===== config.mk =====
export PLATFORM = sky130hd
export DESIGN_NAME = id_stage
export DESIGN_NICKNAME = d
export VERILOG_FILES = /design/src/rtl/rv_decode_pkg.sv /design/src/rtl/id_decode_comb.sv /design/src/rtl/id_stage.sv
export SDC_FILE = /design/constraint.sdc
export NUM_CORES = 1
export LEC_CHECK = 0
export BUFFER_PORTS_ARGS = -buffer_cell sky130_fd_sc_hd__clkbuf_2
export CORE_UTILIZATION = 49
export CTS_CLUSTER_SIZE = 16
export DETAILED_ROUTE_END_ITERATION = 7
export PLACE_DENSITY = 0.79
export SKIP_LAST_GASP = 1
export SYNTH_ARGS = -nofsm -noshare
export SYNTH_HDL_FRONTEND = slang
export SYNTH_SLANG_ARGS = --single-unit

===== constraint.sdc =====
create_clock -name clk -period 2.9 [get_ports clk]
set_clock_uncertainty 0.15 [all_clocks]
set_input_delay 0.145 -clock clk [delete_from_list [all_inputs] [get_ports clk]]
set_output_delay 0.145 -clock clk [all_outputs]
set_load 0.02 [all_outputs]

===== src/rtl/rv_decode_pkg.sv =====
// Shared RV32I/RV32E decode constants: opcodes, one-hot-index operation codes and
// immediate formats used by id_decode_comb and id_stage.
package rv_decode_pkg;

  localparam logic [6:0] OPC_LUI    = 7'b0110111;
  localparam logic [6:0] OPC_AUIPC  = 7'b0010111;
  localparam logic [6:0] OPC_JAL    = 7'b1101111;
  localparam logic [6:0] OPC_JALR   = 7'b1100111;
  localparam logic [6:0] OPC_BRANCH = 7'b1100011;
  localparam logic [6:0] OPC_LOAD   = 7'b0000011;
  localparam logic [6:0] OPC_STORE  = 7'b0100011;
  localparam logic [6:0] OPC_OP_IMM = 7'b0010011;
  localparam logic [6:0] OPC_OP     = 7'b0110011;

  localparam logic [6:0] OH_NOP   = 7'd0;
  localparam logic [6:0] OH_LUI   = 7'd1;
  localparam logic [6:0] OH_AUIPC = 7'd2;
  localparam logic [6:0] OH_JAL   = 7'd3;
  localparam logic [6:0] OH_JALR  = 7'd4;
  localparam logic [6:0] OH_BEQ   = 7'd5;
  localparam logic [6:0] OH_BNE   = 7'd6;
  localparam logic [6:0] OH_BLT   = 7'd7;
  localparam logic [6:0] OH_BGE   = 7'd8;
  localparam logic [6:0] OH_BLTU  = 7'd9;
  localparam logic [6:0] OH_BGEU  = 7'd10;
  localparam logic [6:0] OH_LB    = 7'd11;
  localparam logic [6:0] OH_LH    = 7'd12;
  localparam logic [6:0] OH_LW    = 7'd13;
  localparam logic [6:0] OH_LBU   = 7'd14;
  localparam logic [6:0] OH_LHU   = 7'd15;
  localparam logic [6:0] OH_ADDI  = 7'd19;
  localparam logic [6:0] OH_SLTI  = 7'd20;
  localparam logic [6:0] OH_SLTIU = 7'd21;
  localparam logic [6:0] OH_XORI  = 7'd22;
  localparam logic [6:0] OH_ORI   = 7'd23;
  localparam logic [6:0] OH_ANDI  = 7'd24;
  localparam logic [6:0] OH_SLLI  = 7'd25;
  localparam logic [6:0] OH_SRLI  = 7'd26;
  localparam logic [6:0] OH_SRAI  = 7'd27;
  localparam logic [6:0] OH_ADD   = 7'd28;
  localparam logic [6:0] OH_SUB   = 7'd29;
  localparam logic [6:0] OH_SLL   = 7'd30;
  localparam logic [6:0] OH_SLT   = 7'd31;
  localparam logic [6:0] OH_SLTU  = 7'd32;
  localparam logic [6:0] OH_XOR   = 7'd33;
  localparam logic [6:0] OH_SRL   = 7'd34;
  localparam logic [6:0] OH_SRA   = 7'd35;
  localparam logic [6:0] OH_OR    = 7'd36;
  localparam logic [6:0] OH_AND   = 7'd37;
  localparam logic [6:0] OH_SB    = 7'd38;
  localparam logic [6:0] OH_SH    = 7'd39;
  localparam logic [6:0] OH_SW    = 7'd40;

  typedef enum logic [2:0] {IMM_I, IMM_S, IMM_B, IMM_U, IMM_J, IMM_NONE} imm_fmt_e;

  function automatic logic is_load_oh(input logic [6:0] oh);
    return (oh >= OH_LB) && (oh <= OH_LHU);
  endfunction

  function automatic logic is_shift_imm_oh(input logic [6:0] oh);
    return (oh >= OH_SLLI) && (oh <= OH_SRAI);
  endfunction

endpackage


===== src/rtl/id_decode_comb.sv =====
// Pure combinational RV32I/RV32E instruction decoder: operation code, immediate
// format, register fields, source usage and the illegal-instruction indication.
module id_decode_comb
  import rv_decode_pkg::*;
#(
  parameter int XLEN = 32,
  parameter int NREG = 32,
  localparam int AW  = $clog2(NREG)
) (
  input  logic [31:0]     i_ins,
  output logic [6:0]      o_oh,
  output imm_fmt_e        o_fmt,
  output logic [AW-1:0]   o_rs1,
  output logic [AW-1:0]   o_rs2,
  output logic [AW-1:0]   o_rd,
  output logic            o_uses_rs1,
  output logic            o_uses_rs2,
  output logic            o_wr_rd,
  output logic [XLEN-1:0] o_imm,
  output logic            o_illegal
);

  logic [6:0]  w_opc;
  logic [2:0]  w_f3;
  logic [6:0]  w_f7;
  logic        w_bad_reg;
  logic [31:0] w_imm32;

  assign w_opc = i_ins[6:0];
  assign w_f3  = i_ins[14:12];
  assign w_f7  = i_ins[31:25];

  always_comb begin
    o_oh       = OH_NOP;
    o_fmt      = IMM_NONE;
    o_uses_rs1 = 1'b0;
    o_uses_rs2 = 1'b0;
    o_wr_rd    = 1'b0;
    w_bad_reg  = 1'b0;
    o_illegal  = 1'b0;
    case (w_opc)
      OPC_LUI: begin
        o_oh = OH_LUI; o_fmt = IMM_U; o_wr_rd = 1'b1;
      end
      OPC_AUIPC: begin
        o_oh = OH_AUIPC; o_fmt = IMM_U; o_wr_rd = 1'b1;
      end
      OPC_JAL: begin
        o_oh = OH_JAL; o_fmt = IMM_J; o_wr_rd = 1'b1;
      end
      OPC_JALR: begin
        if (w_f3 == 3'b000) o_oh = OH_JALR;
        o_fmt = IMM_I; o_uses_rs1 = 1'b1; o_wr_rd = 1'b1;
      end
      OPC_BRANCH: begin
        case (w_f3)
          3'b000:  o_oh = OH_BEQ;
          3'b001:  o_oh = OH_BNE;
          3'b100:  o_oh = OH_BLT;
          3'b101:  o_oh = OH_BGE;
          3'b110:  o_oh = OH_BLTU;
          3'b111:  o_oh = OH_BGEU;
          default: o_oh = OH_NOP;
        endcase
        o_fmt = IMM_B; o_uses_rs1 = 1'b1; o_uses_rs2 = 1'b1;
      end
      OPC_LOAD: begin
        case (w_f3)
          3'b000:  o_oh = OH_LB;
          3'b001:  o_oh = OH_LH;
          3'b010:  o_oh = OH_LW;
          3'b100:  o_oh = OH_LBU;
          3'b101:  o_oh = OH_LHU;
          default: o_oh = OH_NOP;
        endcase
        o_fmt = IMM_I; o_uses_rs1 = 1'b1; o_wr_rd = 1'b1;
      end
      OPC_STORE: begin
        case (w_f3)
          3'b000:  o_oh = OH_SB;
          3'b001:  o_oh = OH_SH;
          3'b010:  o_oh = OH_SW;
          default: o_oh = OH_NOP;
        endcase
        o_fmt = IMM_S; o_uses_rs1 = 1'b1; o_uses_rs2 = 1'b1;
      end
      OPC_OP_IMM: begin
        case (w_f3)
          3'b000: o_oh = OH_ADDI;
          3'b010: o_oh = OH_SLTI;
          3'b011: o_oh = OH_SLTIU;
          3'b100: o_oh = OH_XORI;
          3'b110: o_oh = OH_ORI;
          3'b111: o_oh = OH_ANDI;
          3'b001: if (w_f7 == 7'b0000000) o_oh = OH_SLLI;
          default: begin
            if (w_f7 == 7'b0000000)      o_oh = OH_SRLI;
            else if (w_f7 == 7'b0100000) o_oh = OH_SRAI;
          end
        endcase
        o_fmt = IMM_I; o_uses_rs1 = 1'b1; o_wr_rd = 1'b1;
      end
      OPC_OP: begin
        if (w_f7 == 7'b0000000) begin
          case (w_f3)
            3'b000:  o_oh = OH_ADD;
            3'b001:  o_oh = OH_SLL;
            3'b010:  o_oh = OH_SLT;
            3'b011:  o_oh = OH_SLTU;
            3'b100:  o_oh = OH_XOR;
            3'b101:  o_oh = OH_SRL;
            3'b110:  o_oh = OH_OR;
            default: o_oh = OH_AND;
          endcase
        end else if (w_f7 == 7'b0100000) begin
          if (w_f3 == 3'b000)      o_oh = OH_SUB;
          else if (w_f3 == 3'b101) o_oh = OH_SRA;
        end
        o_uses_rs1 = 1'b1; o_uses_rs2 = 1'b1; o_wr_rd = 1'b1;
      end
      default: ;
    endcase
    // RV32E has only x0..x15: a used register field with bit 4 set cannot be encoded
    if (NREG == 16)
      w_bad_reg = (o_uses_rs1 && i_ins[19]) || (o_uses_rs2 && i_ins[24]) || (o_wr_rd && i_ins[11]);
    o_illegal = (o_oh == OH_NOP) || w_bad_reg;
    if (o_illegal) begin
      o_oh       = OH_NOP;
      o_fmt      = IMM_NONE;
      o_uses_rs1 = 1'b0;
      o_uses_rs2 = 1'b0;
      o_wr_rd    = 1'b0;
    end
  end

  always_comb begin
    case (o_fmt)
      IMM_I:   w_imm32 = {{20{i_ins[31]}}, i_ins[31:20]};
      IMM_S:   w_imm32 = {{20{i_ins[31]}}, i_ins[31:25], i_ins[11:7]};
      IMM_B:   w_imm32 = {{19{i_ins[31]}}, i_ins[31], i_ins[7], i_ins[30:25], i_ins[11:8], 1'b0};
      IMM_U:   w_imm32 = {i_ins[31:12], 12'b0};
      IMM_J:   w_imm32 = {{11{i_ins[31]}}, i_ins[31], i_ins[19:12], i_ins[20], i_ins[30:21], 1'b0};
      default: w_imm32 = '0;
    endcase
  end

  assign o_imm = XLEN'(signed'(w_imm32));
  assign o_rs1 = o_uses_rs1 ? i_ins[15 +: AW] : '0;
  assign o_rs2 = o_uses_rs2 ? i_ins[20 +: AW] : '0;
  assign o_rd  = o_wr_rd    ? i_ins[7 +: AW]  : '0;

endmodule


===== src/rtl/id_stage.sv =====
// Registered, handshaked RV32I/RV32E decode stage with load-use interlock and flush.
// Define ID_ILLEGAL_FLAG_EN to register the illegal-instruction flag; otherwise it reads 0.
module id_stage
  import rv_decode_pkg::*;
#(
  parameter int XLEN = 32,
  parameter int NREG = 32,
  localparam int AW  = $clog2(NREG)
) (
  input  logic            clk,
  input  logic            rst,
  input  logic            in_valid,
  output logic            in_ready,
  input  logic [31:0]     in_ins,
  input  logic [XLEN-1:0] in_pc,
  output logic [AW-1:0]   rs1_addr,
  output logic [AW-1:0]   rs2_addr,
  input  logic [XLEN-1:0] rs1_data,
  input  logic [XLEN-1:0] rs2_data,
  input  logic            flush,
  output logic            out_valid,
  input  logic            out_ready,
  output logic [31:0]     out_ins,
  output logic [XLEN-1:0] out_pc,
  output logic [XLEN-1:0] op1,
  output logic [XLEN-1:0] op2,
  output logic [XLEN-1:0] imm,
  output logic [AW-1:0]   rd_addr,
  output logic            rd_wen,
  output logic [6:0]      oh,
  output logic            illegal
);

  logic [6:0]      w_oh;
  imm_fmt_e        w_fmt;
  logic [AW-1:0]   w_rs1;
  logic [AW-1:0]   w_rs2;
  logic [AW-1:0]   w_rd;
  logic            w_uses_rs1;
  logic            w_uses_rs2;
  logic            w_wr_rd;
  logic [XLEN-1:0] w_imm;
  logic            w_dec_illegal;
  logic [XLEN-1:0] w_op1;
  logic [XLEN-1:0] w_op2;
  logic            w_rd_wen;
  logic            w_hazard;
  logic            w_accept;

  logic            r_out_valid;
  logic [31:0]     r_ins;
  logic [XLEN-1:0] r_pc;
  logic [XLEN-1:0] r_op1;
  logic [XLEN-1:0] r_op2;
  logic [XLEN-1:0] r_imm;
  logic [AW-1:0]   r_rd;
  logic            r_rd_wen;
  logic [6:0]      r_oh;

  id_decode_comb #(.XLEN(XLEN), .NREG(NREG)) u_decode (
    .i_ins      (in_ins),
    .o_oh       (w_oh),
    .o_fmt      (w_fmt),
    .o_rs1      (w_rs1),
    .o_rs2      (w_rs2),
    .o_rd       (w_rd),
    .o_uses_rs1 (w_uses_rs1),
    .o_uses_rs2 (w_uses_rs2),
    .o_wr_rd    (w_wr_rd),
    .o_imm      (w_imm),
    .o_illegal  (w_dec_illegal)
  );

  assign rs1_addr = w_rs1;
  assign rs2_addr = w_rs2;

  // Handshake: a beat transfers on an edge where valid && ready on that side. Output
  // side holds everything stable while out_valid && !out_ready; in_ready never depends
  // on in_valid. A load result still in the output register blocks a dependent reader.
  assign w_hazard = r_out_valid && is_load_oh(r_oh) && (r_rd != '0) &&
                    ((w_uses_rs1 && (w_rs1 == r_rd)) || (w_uses_rs2 && (w_rs2 == r_rd)));
  assign in_ready = (!r_out_valid || out_ready) && !w_hazard && !flush;
  assign w_accept = in_valid && in_ready;
  assign w_rd_wen = w_wr_rd && (w_rd != '0) && !w_dec_illegal;

  always_comb begin
    w_op1 = '0;
    w_op2 = '0;
    if (w_oh == OH_LUI) begin
      w_op1 = w_imm;
    end else if (w_oh == OH_AUIPC) begin
      w_op1 = in_pc;
      w_op2 = w_imm;
    end else if (w_oh == OH_JAL) begin
      w_op1 = in_pc;
      w_op2 = XLEN'(32'd4);
    end else if (is_shift_imm_oh(w_oh)) begin
      w_op1 = rs1_data;
      w_op2 = XLEN'(in_ins[24:20]);
    end else if (w_uses_rs2) begin
      w_op1 = rs1_data;
      w_op2 = rs2_data;
    end else if (w_uses_rs1) begin
      w_op1 = rs1_data;
      w_op2 = w_imm;
    end
  end

  // Flush, an empty/consumed slot with no accept, and reset all leave a zeroed bubble
  always_ff @(posedge clk) begin
    if (rst || flush || (!w_accept && out_ready)) begin
      r_out_valid <= 1'b0;
      r_ins       <= '0;
      r_pc        <= '0;
      r_op1       <= '0;
      r_op2       <= '0;
      r_imm       <= '0;
      r_rd        <= '0;
      r_rd_wen    <= 1'b0;
      r_oh        <= OH_NOP;
    end else if (w_accept) begin
      r_out_valid <= 1'b1;
      r_ins       <= in_ins;
      r_pc        <= in_pc;
      r_op1       <= w_op1;
      r_op2       <= w_op2;
      r_imm       <= w_imm;
      r_rd        <= w_rd;
      r_rd_wen    <= w_rd_wen;
      r_oh        <= w_oh;
    end
  end

`ifdef ID_ILLEGAL_FLAG_EN
  logic r_illegal;

  always_ff @(posedge clk) begin
    if (rst || flush || (!w_accept && out_ready)) r_illegal <= 1'b0;
    else if (w_accept)                            r_illegal <= w_dec_illegal;
  end

  assign illegal = r_illegal;
`else
  assign illegal = 1'b0;
`endif

  assign out_valid = r_out_valid;
  assign out_ins   = r_ins;
  assign out_pc    = r_pc;
  assign op1       = r_op1;
  assign op2       = r_op2;
  assign imm       = r_imm;
  assign rd_addr   = r_rd;
  assign rd_wen    = r_rd_wen;
  assign oh        = r_oh;

endmodule


---- Word level (Yosys, flattened, before mapping) ----
Cells that the tools add are included.
word-level totals
  register bits after elaboration ......... 174
  bits of input ports ..................... 133
  output and inout port bits .............. 186
  word-level logic and storage cells ...... 111
operators by class
  magnitude comparators ................... 4
  equal/unequal tests ..................... 26
  muxes and demuxes ....................... 39
  reduce and logical (&&, ||, !) cells .... 33
operators with widths
  cell                                                                                  number
  32-bit 2-to-1 mux                                                                     12
  32-bit case mux with 5 select lines                                                   1
  7-bit case mux with 9 select lines                                                    1
  7-bit case mux with 7 select lines                                                    1
  6-bit case mux with 7 select lines                                                    1
  7-bit 2-to-1 mux                                                                      5
  7-bit by 6-bit == test with 1-bit output (second input constant)                      4
  5-bit 2-to-1 mux                                                                      5
  4-bit case mux with 6 select lines                                                    1
  7-bit by 2-bit == test with 1-bit output (second input constant)                      3
  7-bit == test (second input constant)                                                 3
  4-bit case mux with 5 select lines                                                    1
  6-bit case mux with 3 select lines                                                    1
  3-bit == test (second input constant)                                                 5
  3-bit case mux with 5 select lines                                                    1
  7-bit by 5-bit == test with 1-bit output (second input constant)                      2
  7-bit zero test                                                                       2
  1-bit logical AND                                                                     13
  3-bit by 2-bit == test with 1-bit output (second input constant)                      4
  5-bit == test                                                                         2
  5-bit nonzero test                                                                    2
  7-bit by 1-bit == test with 1-bit output (second input constant)                      1
  7-bit by 4-bit greater-or-equal comparator with 1-bit output (second input constant)  1
  7-bit by 5-bit greater-or-equal comparator with 1-bit output (second input constant)  1
  13 further kinds                                                                      29

---- Longest topological paths before layout ----
Gate-level depths: netlist of run 1.
  word-level depth ........................ 20
  depth in mapped cells ................... 14
  depth with buffers taken out ............ 9

---- Modules after synthesis ----
From an unflattened synthesis of run 1, not the netlist that was laid out.
second synthesis, totals
  cells, all modules ...................... 1282
  area, all modules ....................... 10217.3 µm²
modules (own cells, without submodules)
  module          times used  cells an instance  area an instance (µm²)  seq. area each (µm²)
  id_stage        1           1077               8932.3                  3483.3
  id_decode_comb  1           205                1285.0                  0.0

---- Worst setup path after synthesis of run 1 ----
OpenSTA, ideal clock, no wires.
  path kind ............................... input-to-reg
  from .................................... in in_ins[25]
  to ...................................... reg r_imm[5], in the netlist imm[5]
  library setup time ...................... 0.071 ns
  data arrival time ....................... 2.481 ns
  required time ........................... 2.679 ns
  setup slack ............................. 0.198 ns
  stages on the path ...................... 13
  path buffers ............................ 4
  cells stage by stage .................... clkbuf_2 or4_4 o41ai_2 o311a_1 a211oi_1 and3_4 a21oi_4 or2_1 buf_4 buf_8 buf_6 nand3_2 a21oi_2
between the ends
  longest elaborated chain between the ends .. 19
  elaborated cells on any way between the ends .. 34
  those cells by class .................... eq/ne (7); mux (13); reduce/logical (14)
ends and longest elaborated chain
  element                                   RTL line                                      source
  from (decl)                               id_stage.sv:14                                input logic [31:0] in_ins,
  7-bit by 6-bit == test with 1-bit output  id_decode_comb.sv:98, id_decode_comb.sv:115
  5-bit 2-to-1 mux                          id_decode_comb.sv:98                          else if (w_f7 == 7'b0100000) o_oh = OH_SRAI;
  7-bit 2-to-1 mux                          id_decode_comb.sv:97                          if (w_f7 == 7'b0000000) o_oh = OH_SRLI;
  7-bit case mux with 7 select lines        id_decode_comb.sv:88                          case (w_f3)
  7-bit case mux with 9 select lines        id_decode_comb.sv:41                          case (w_opc)
  7-bit zero test                           id_decode_comb.sv:126                         o_illegal = (o_oh == OH_NOP) || w_bad_reg;
  1-bit 2-to-1 mux                          id_decode_comb.sv:127                         if (o_illegal) begin
  5-bit 2-to-1 mux (on tied branches)       id_decode_comb.sv:148, id_decode_comb.sv:149
  [... 2 more ...]                          --
  1-bit logical OR                          id_stage.sv:81                                ((w_uses_rs1 && (w_rs1 == r_rd)) || (w_uses_rs2 && (w_rs2 == r_rd)));
  1-bit logical AND                         id_stage.sv:80                                assign w_hazard = r_out_valid && is_load_oh(r_oh) && (r_rd != '0) &&
  1-bit zero test                           id_stage.sv:82                                assign in_ready = (!r_out_valid || out_ready) && !w_hazard && !flush;
  1-bit logical AND (2 in series)           id_stage.sv:82
  1-bit logical AND                         id_stage.sv:83                                assign w_accept = in_valid && in_ready;
  1-bit zero test                           id_stage.sv:111                               if (rst || flush || (!w_accept && out_ready)) begin
  1-bit logical AND                         id_stage.sv:111
  1-bit logical OR                          id_stage.sv:111
  to (signal assigned)                      id_stage.sv:127                               r_imm <= w_imm;
  to (decl)                                 id_stage.sv:55                                logic [XLEN-1:0] r_imm;
Parallel ways exist; a longest one is shown, timed or not.
A chain may end at the register's enable or synchronous reset.

---- Worst setup path after layout of run 1 ----
  from .................................... in in_ins[26]
  to ...................................... out rs2_addr[1]
between the ends
  longest elaborated chain between the ends .. 8
  elaborated cells on any way between the ends .. 12
  those cells by class .................... eq/ne (1); mux (9); reduce/logical (2)
ends and longest elaborated chain
  element                                   RTL line                                     source
  7-bit by 6-bit == test with 1-bit output  id_decode_comb.sv:98, id_decode_comb.sv:115
  5-bit 2-to-1 mux                          id_decode_comb.sv:98
  7-bit 2-to-1 mux                          id_decode_comb.sv:97
  7-bit case mux with 7 select lines        id_decode_comb.sv:88
  7-bit case mux with 9 select lines (*)    id_decode_comb.sv:41
  7-bit zero test (*)                       id_decode_comb.sv:126
  1-bit 2-to-1 mux (*)                      id_decode_comb.sv:127
  5-bit 2-to-1 mux (*)                      id_decode_comb.sv:149                        assign o_rs2 = o_uses_rs2 ? i_ins[20 +: AW] : '0;
  to (decl)                                 id_stage.sv:17                               output logic [AW-1:0] rs2_addr,
Every way passes the cells marked *; elsewhere a longest branch is shown, timed or not.

==> results of run 1 <==
-- cells by family (layout without fill, tap and decap cells) --
family                   count (synthesis)  count (layout)  share of synthesized area, %
AO/OA/AOI/OAI                          301             301                          26.6
XOR/XNOR                                13              13                          1.41
adder cells (fa/ha/maj)                  1               1                         0.124
buffers and inverters                  104             585                          6.77
flip-flops                             173             173                          43.0
multiplexers                             1               1                         0.124
other                                    1               6                        0.0465
AND/OR/NAND/NOR                        375             375                          22.0
-- registers in the layout, indices dropped and copies added, names as in the netlist --
| register | flops |
|---|---|
| rd_addr | 5 |
| oh | 6 |
| op2 | 32 |
| op1 | 32 |
| out_pc | 32 |
| rd_wen | 1 |
| imm | 32 |
| out_valid | 1 |
| out_ins | 32 |
-- worst reg2reg max path, cell delays in order, from the launching register on --
cell                        delay, ps
sky130_fd_sc_hd__dfxtp_1          440
sky130_fd_sc_hd__nand4bb_1        130
sky130_fd_sc_hd__a211oi_1         340
sky130_fd_sc_hd__nand4_1          130
sky130_fd_sc_hd__nor3_1           330
sky130_fd_sc_hd__a21o_1           250
sky130_fd_sc_hd__nor2_4            70
sky130_fd_sc_hd__buf_4            200
sky130_fd_sc_hd__buf_16           210
sky130_fd_sc_hd__a211oi_1         400
-- report_power, final --
part,switching (mW),internal [mW]
clock network,1.04,1.42
registers,0.0260,2.42
logic,0.537,0.386
-- cells in the final DEF, fill, tap and decap left out, types with 9 or more instances in the layout --
master / synthesis / final
sky130_fd_sc_hd__a221oi_1: 18 / 18
sky130_fd_sc_hd__nand3_1: 16 / 15
sky130_fd_sc_hd__o21ai_0: 13 / 13
sky130_fd_sc_hd__dlygate4sd3_1: 0 / 106
sky130_fd_sc_hd__a22oi_1: 22 / 22
sky130_fd_sc_hd__nor3_1: 28 / 28
sky130_fd_sc_hd__dfxtp_1: 173 / 173
sky130_fd_sc_hd__nand2_1: 170 / 170
sky130_fd_sc_hd__a21oi_1: 111 / 110
sky130_fd_sc_hd__buf_4: 8 / 116
sky130_fd_sc_hd__a222oi_1: 20 / 20
sky130_fd_sc_hd__nand3_2: 9 / 10
sky130_fd_sc_hd__clkbuf_16: 0 / 18
sky130_fd_sc_hd__nor2_1: 88 / 87
sky130_fd_sc_hd__a211oi_1: 71 / 69
sky130_fd_sc_hd__clkbuf_2: 4 / 312
sky130_fd_sc_hd__a21oi_2: 10 / 9
sky130_fd_sc_hd__and2_1: 13 / 13
-- synth_stat cells, types with 2 or more instances --
cell type	count
sky130_fd_sc_hd__dfxtp_1	173
sky130_fd_sc_hd__nand2_1	170
sky130_fd_sc_hd__a21oi_1	111
sky130_fd_sc_hd__nor2_1	88
sky130_fd_sc_hd__a211oi_1	71
sky130_fd_sc_hd__clkbuf_1	44
sky130_fd_sc_hd__nor3_1	28
sky130_fd_sc_hd__buf_2	27
sky130_fd_sc_hd__a22oi_1	22
sky130_fd_sc_hd__a222oi_1	20
sky130_fd_sc_hd__a221oi_1	18
sky130_fd_sc_hd__nand3_1	16
sky130_fd_sc_hd__and2_1	13
sky130_fd_sc_hd__o21ai_0	13
sky130_fd_sc_hd__a21oi_2	10
sky130_fd_sc_hd__buf_6	10
sky130_fd_sc_hd__nand3_2	9
sky130_fd_sc_hd__buf_4	8
sky130_fd_sc_hd__nor3_2	8
sky130_fd_sc_hd__xnor2_1	8
sky130_fd_sc_hd__a221oi_2	7
sky130_fd_sc_hd__buf_1	7
sky130_fd_sc_hd__nor2b_1	6
sky130_fd_sc_hd__o211ai_1	5
sky130_fd_sc_hd__or2_2	5
sky130_fd_sc_hd__xor2_1	5
sky130_fd_sc_hd__and3_1	4
sky130_fd_sc_hd__clkbuf_2	4
sky130_fd_sc_hd__nand4_1	4
sky130_fd_sc_hd__inv_1	3
sky130_fd_sc_hd__a21o_1	2
sky130_fd_sc_hd__a22o_1	2
sky130_fd_sc_hd__a31oi_1	2
sky130_fd_sc_hd__nand2b_1	2
sky130_fd_sc_hd__nand4b_1	2
sky130_fd_sc_hd__nand4bb_1	2
sky130_fd_sc_hd__nor3b_1	2
sky130_fd_sc_hd__o31ai_1	2
sky130_fd_sc_hd__or3_1	2
-- final timing paths --
path / startpoint / end / slack [ps] / depth (start not counted)
max reg2reg: out_valid$_SDFFE_PP0P_ / op1[23]$_SDFFE_PP0P_ / 130 / 9
min reg2reg: out_ins[20]$_SDFFE_PP0P_ / out_ins[20]$_SDFFE_PP0P_ / 300 / 2
min: rs1_data[22] / op1[22]$_SDFFE_PP0P_ / 20 / 3
max: in_ins[26] / rs2_addr[1] / 50 / 11
-- cell type report --
class	count	share of cell area (%)
multi-input cells	693	33.6
repair buffers	550	30.8
flip-flops and latches	173	28.2
clock buffers	19	3.68
well taps	216	2.20
clock inverters	13	1.44
inverters	3	0.0916
diodes	4	0.0814
-- per-stage QoR --
step | hold WS [ps] | setup TNS, ps
2_1_floorplan | 130 | 0
3_3_place_gp | 234 | -22940
3_5_place_dp | 237 | -30150
4_1_cts | 1.02 | 0
5_1_grt | 9.90 | -137
6_report | 20.2 | 0
-- timing repair --
| item | CTS | global route |
|---|---|---|
| hold buffers | 106 | 0 |
| gates resized for setup | 2 | 18 |
| endpoints found under the setup margin | 5 | 73 |
| pin swaps | 1 | 4 |
| hold endpoints to repair | 112 | 0 |
| setup buffers | 1 | 6 |
| gates cloned | 1 | 1 |
-- routing by layer --
| metal | GRT usage, % | vias to the layer above | share of wire, % | wire (um) |
|---|---|---|---|---|
| li1 | - | 4433 | - | - |
| met1 | 46.2 | 4634 | 36 | 12900 |
| met2 | 65.5 | 788 | 46 | 16600 |
| met3 | 9.80 | 240 | 10 | 3660 |
| met4 | 33.5 | 0 | 8.7 | 3160 |
| met5 | 0 | - | 0 | 0 |
==> results.md, run 1 <==
Placement:
- Once placement completed, the tool counted placed cells totaling 1520.
- Routability-driven placement finished with a final weighted congestion of 0.975.
- Detailed placement finished with a half-perimeter wire length of 22.8 mm.
- Buffers placed on the I/O ports in this run total 316.
- The placed instance area is 10400 um2.
- The placement-stage worst setup slack is -417 ps.

Power and ir drop:
- Across the VDD grid, the largest voltage drop is 0.400 mV.
- Dividing total power by cell area gives a power density of 474 nW/um2.
- Total power for the finished layout comes to 5.83 mW.
- The static leakage is 5.14 nW.

Layout:
- The final design area excluding fillers is 12300 um2.
- The multi-input logic area is 4130 um2.
- The proportion of layout cells with a drive suffix above 1 is 36.9%.
- From synthesis to final layout, the design area changed by 52.5%.
- The combined flip-flop and latch cell area is 3460 um2.
- The total number of nets in the final design is 1571.
- Leaving out filler cells and counting taps, the final layout contains 1671.
- Once layout is complete, the utilization of the core stands at 76.9%.
- The number of filler instances in the final layout is 1093.

Critical path:
- The kind of end point of the critical path is an output port.
- Walking the worst path, the cells encountered are clkbuf_2, or4_4, o41ai_4, o311a_1, a211oi_1, buf_4, and3_4, a21boi_4, buf_12, and2_1, clkbuf_2.
- The cell with the largest stage delay on the worst path is sky130_fd_sc_hd__or4_4.
- The cell that appears most often on the critical path is sky130_fd_sc_hd__clkbuf_2.
- The number of buffer and inverter instances along the worst setup path is 4.
- For this run, the slowest stage of the critical path takes 580 ps.
- The required arrival time at the worst endpoint is 2610 ps.
- The endpoint arrival time on the critical path is 2550 ps.
- The kind of critical path is in2out.
- The type of origin of the critical path is an input pin.
- The cell class contributing the biggest share of worst-path delay is compound AO/OA/AOI/OAI gates.
- Of all nets on the critical path, the largest fanout is 8.

Route:
- Dividing the detail-routed wire length by the instance count gives 21.7 um.
- After detailed routing, the number of remaining DRC violations is 0.
- The count of routing violations after the opening detailed-route iteration is 1105.
- Once detail routing completed, the nets flagged for antenna violations numbered 0.
- The average via count per standard cell is 6.04.
- The overall via count from detail_route is 10.1k.
- The final layout contains routed wiring with a total length of 36.3 mm.
- The first detailed-routing pass took 8 iterations.

Yosys:
- The share of synthesized flip-flops with an asynchronous set or reset is 0%.
- The number of warning messages in the yosys log is 0.
- Summed over its instances, the top area cell type makes up 43.0% of the synthesized netlist area.
- In the synthesized netlist, the number of instances is 969.
- The cell accounting for the most synthesized area is sky130_fd_sc_hd__dfxtp_1.
- The mean cell area of the mapped netlist is 8.32 um2.
- The post-synthesis sequential area ratio is 43.0%.
- The synthesis-stage register bit count is 173.
- The number of enable-type register cells in the synthesized netlist is 0.
- The total standard cell area after synthesis is 8060 um2.
- After synthesis, the cell types taking the most area are sky130_fd_sc_hd__dfxtp_1 (43%), sky130_fd_sc_hd__nand2_1 (7.9%), sky130_fd_sc_hd__a21oi_1 (6.9%).
- Yosys mapped the design onto 73 distinct sky130hd cell types.
- The commonest register cell after synthesis is sky130_fd_sc_hd__dfxtp_1.

STA:
- The final worst slack is 52.3 ps.
- The relative max-transition margin is 41.1%.
- The minimum clock period after layout is 2850 ps.
- The post-route fraction of the period consumed by the critical path is 98.2%.
- Setup violations remaining at the end of the flow were counted as 0.
- For the pin with the worst max-slew slack, the measured transition is 884 ps.
- The hold violation count in the final report is 0.
- The number of pins exceeding their max-slew limit in the final report is 0.
- Based on the critical path, the design can be clocked at up to 0.351 GHz.

Job:
- Max-cap violations in this run came to 0.

Floorplanning:
- The starting utilization of the core area is 50.4%.
- The height of the chip is 130 um.
- Row generation in the floorplan step produced 46 rows.
- The placeable core region is 16000 um2.
- For this design the top-level I/O count stands at 319.
- The die covers 17000 um2.
- The horizontal die dimension is 130 um.

Hold path:
- The path class of the tightest hold or removal check is in2reg.

Clock network:
- Clock tree synthesis found a total of 173 sinks.
- For the worst-skew pair, the clock arrives at the later sink with an insertion delay of 430 ps.
- After clock tree synthesis, the clock-pin slew on the worst setup and hold paths is 70 ps.
- The TritonCTS clock tree is done.
- The tree is rooted in a sky130_fd_sc_hd__clkbuf_16.
- Clock tree synthesis inserted a total of 17 buffers.
- No sink is reached through more buffers than the 2 on the longest clock path.
- In this run the number of H-tree levels came out at 4.

Global routing:
- The first global-routing pass estimated 51.5 mm of wire.
- The overflow left after global routing is 0.
- The number of global-route vias before repair was 9246.
- The pin count of the biggest net entering global routing is 68.
- The initial antenna violation count was 3.
- The overall track demand over capacity in global routing is 40.8%.

Outcome:
- The run finished with clean final reports.
Note: power is estimated with default switching activity, not from simulation.
==> run 2: changes to the inputs <==
--- a/config.mk
+++ b/config.mk
@@ -9,8 +9,9 @@
 export CORE_UTILIZATION = 49
 export CTS_CLUSTER_SIZE = 16
 export DETAILED_ROUTE_END_ITERATION = 7
-export PLACE_DENSITY = 0.79
+export PLACE_DENSITY = 0.81
 export SKIP_LAST_GASP = 1
+export SLEW_MARGIN = 20
 export SYNTH_ARGS = -nofsm -noshare
 export SYNTH_HDL_FRONTEND = slang
 export SYNTH_SLANG_ARGS = --single-unit
==> constraint.sdc (replaced) <==
create_clock -name clk -period 3 [get_ports clk]
set_clock_uncertainty 0.15 [all_clocks]
set_input_delay 0.15 -clock clk [delete_from_list [all_inputs] [get_ports clk]]
set_output_delay 0.15 -clock clk [all_outputs]
set_load 0.02 [all_outputs]
==> run 2 against run 1 <==
  * The flow now finishes with violations (DRC)
  * Combinational power down 3.1%
  * Power decreased by 6.2%
  * Hold slack worse by 6.5 ps
  * Die area unchanged
  * First-iteration DRC count up 19%
  * Largest power group is now registers
==> results.md, run 2 (synthesis results as in run 1) <==
Floorplanning:
- The core region is 16000 um2.
- The initialized floorplan defines 46 standard-cell rows.
- The horizontal die dimension is 130 um.
- The initial utilization of the core area, before any placement, comes to 50.4%.
- The full die area is 17000 um2.
- During I/O placement, the number of pins put on the boundary was 319.
- The die is 130 um tall.

Global routing:
- The number of global-route vias before repair is 9404.
- The overall track demand over capacity in global routing is 41.7%.
- The overflow left after global routing is 0.
- The initial antenna violation count is 0.
- Entering global routing, the biggest net connects 50 pins.
- The first-pass GRT wire length is 52.6 mm.

Layout:
- Of the cells placed in the final design, the portion with a size suffix greater than 1 is 36.6%.
- The library cells used most frequently in the layout, excluding fill and tap cells, are sky130_fd_sc_hd__clkbuf_2 (316), sky130_fd_sc_hd__dfxtp_1 (173), sky130_fd_sc_hd__nand2_1 (170).
- After the last flow step, the layout net total stands at 1570.
- Leaving out fill and tap cells, the most frequent cell in the layout is sky130_fd_sc_hd__clkbuf_2.
- The core occupancy in the finished layout is 76.1%.
- The repair_antennas step left the layout with diodes totalling 0.
- The area growth from synthesis to layout is 51.0%.

Placement:
- The final estimated routing congestion in global placement is 0.926.
- The placement-stage worst setup slack is -223 ps.
- The detailed-placement wirelength estimate is 23.2 mm.
- The count of input and output buffers is 316.

Clock network:
- The clock tree synthesis step divided the H-tree into 4 levels.
- The tree is rooted in a sky130_fd_sc_hd__clkbuf_16.
- The clock buffer count from CTS is 17.
- The TritonCTS clock tree is done.
- The clock passes through at most 2 buffers.
- The clock transition time at the flip-flop clock pins of the worst setup and hold paths is 70 ps.
- The clock reaches the later pin of the worst-skew pair after 430 ps.
- CTS saw 173 sinks.

Power and ir drop:
- The worst-case IR drop observed on VDD is 0.315 mV.
- Summing internal, switching and leakage power gives 5.47 mW.
- The power per standard cell area is 449 nW/um2.
- Summed over all cells, the static leakage comes to 5.09 nW.

Critical path:
- Data on the critical path is required at its endpoint by 2700 ps.
- The type of origin of the critical path is an input pin.
- In this run the worst path has a maximum fanout of 17.
- The critical path in this run is classified as in2out.
- The endpoint arrival time on the critical path is 2510 ps.
- The kind of end point of the critical path is an output port.
- Counting cells, the worst reg-to-reg path comes to 9.

Hold path:
- The cell count of the worst hold path is 4.
- The classification of the worst-slack hold path is in2reg.

STA:
- Based on the critical path, the design can be clocked at up to 0.355 GHz.
- For the finished layout, the period the worst path requires is 2810 ps.
- The number of pins exceeding their max-slew limit in the final report was 0.
- Setup violations remaining at the end of the flow were counted as 0.
- The final worst slack is 186 ps.
- The final-layout setup total negative slack is 0 ps.
- The actual slew at the worst max-slew pin is 845 ps.
- Dividing the final minimum period by the clock period gives 93.8%.
- Setup repair after global routing left no endpoint under its margin.
- The hold violation count in the final report was 0.
- On the final layout, the worst hold slack is 13.7 ps.
- The worst pin sits at a relative slew slack of 43.6%.

Route:
- The average via count per standard cell is 6.07.
- The routed length per instance is 21.8 um.
- The number of routed nets with antenna violations is 0.
- In the routed design, unresolved DRC markers number 2.
- The count of routing violations after the opening detailed-route iteration is 1315.
- The overall via count from detail_route is 10.1k.
- The routed design has 36.3 mm of wire.
- The first detailed-routing pass took 8 iterations.

Outcome:
- The checks that failed: DRC.
- The run finished, with violations left.

Job:
- The max capacitance violation total is 0.
[run 2: metal layers]
metal  GRT usage, %  wire (um)  vias to the layer above
li1               -          -                     4434
met1           47.8      13100                     4667
met2           64.9      16100                      770
met3           12.4       4000                      242
met4           33.2       3060                        0
met5              0          0                        -
[run 2: worst max-delay path, stage by stage]
cell,delay (ps)
sky130_fd_sc_hd__clkbuf_2,160
sky130_fd_sc_hd__or4_4,550
sky130_fd_sc_hd__buf_4,150
sky130_fd_sc_hd__o41ai_2,300
sky130_fd_sc_hd__o311a_1,230
sky130_fd_sc_hd__a211oi_1,80
sky130_fd_sc_hd__and3_4,210
sky130_fd_sc_hd__a21boi_4,190
sky130_fd_sc_hd__buf_12,160
sky130_fd_sc_hd__and2_1,150
sky130_fd_sc_hd__clkbuf_2,170
[run 2: power by group]
part	total, mW	switching, mW	internal [mW]
Clock	2.21	0.959	1.25
Sequential	2.36	0.0256	2.34
Combinational	0.894	0.518	0.376
[run 2: area by class of cell]
type	count	area, um2
repair buffers	549	3760
multi-input cells	693	4090
well taps	216	270
fillers	1080	3830
clock buffers	19	443
inverters	3	11.3
flip-flops and latches	173	3460
clock inverters	12	136
[run 2: repair_timing]
item	in CTS	in global routing
resized for setup	0	3
buffers inserted	0	2
endpoints found under the hold margin	108	0
setup endpoints to repair	0	24
hold buffers	104	0
[run 2: final timing paths]
path | endpoint | slack (ps) | from
setup / recovery | rs2_addr[2] | 190 | in_ins[25]
hold / removal | out_ins[28]$_SDFFE_PP0P_ | 10 | in_ins[28]
setup reg to reg | op2[9]$_SDFFE_PP0P_ | 200 | oh[4]$_SDFFE_PP0P_
hold reg to reg | out_pc[21]$_SDFFE_PP0P_ | 310 | out_pc[21]$_SDFFE_PP0P_
[run 2: metrics by stage]
| stage | instances | area, um2 |
|---|---|---|
| 3_5_place_dp | 1527 | 10500 |
| 4_1_cts | 1662 | 12100 |
| 6_report | 1665 | 12200 |
| 2_1_floorplan | 970 | 8070 |
| 3_3_place_gp | 1527 | 10500 |
| 5_1_grt | 1665 | 12200 |
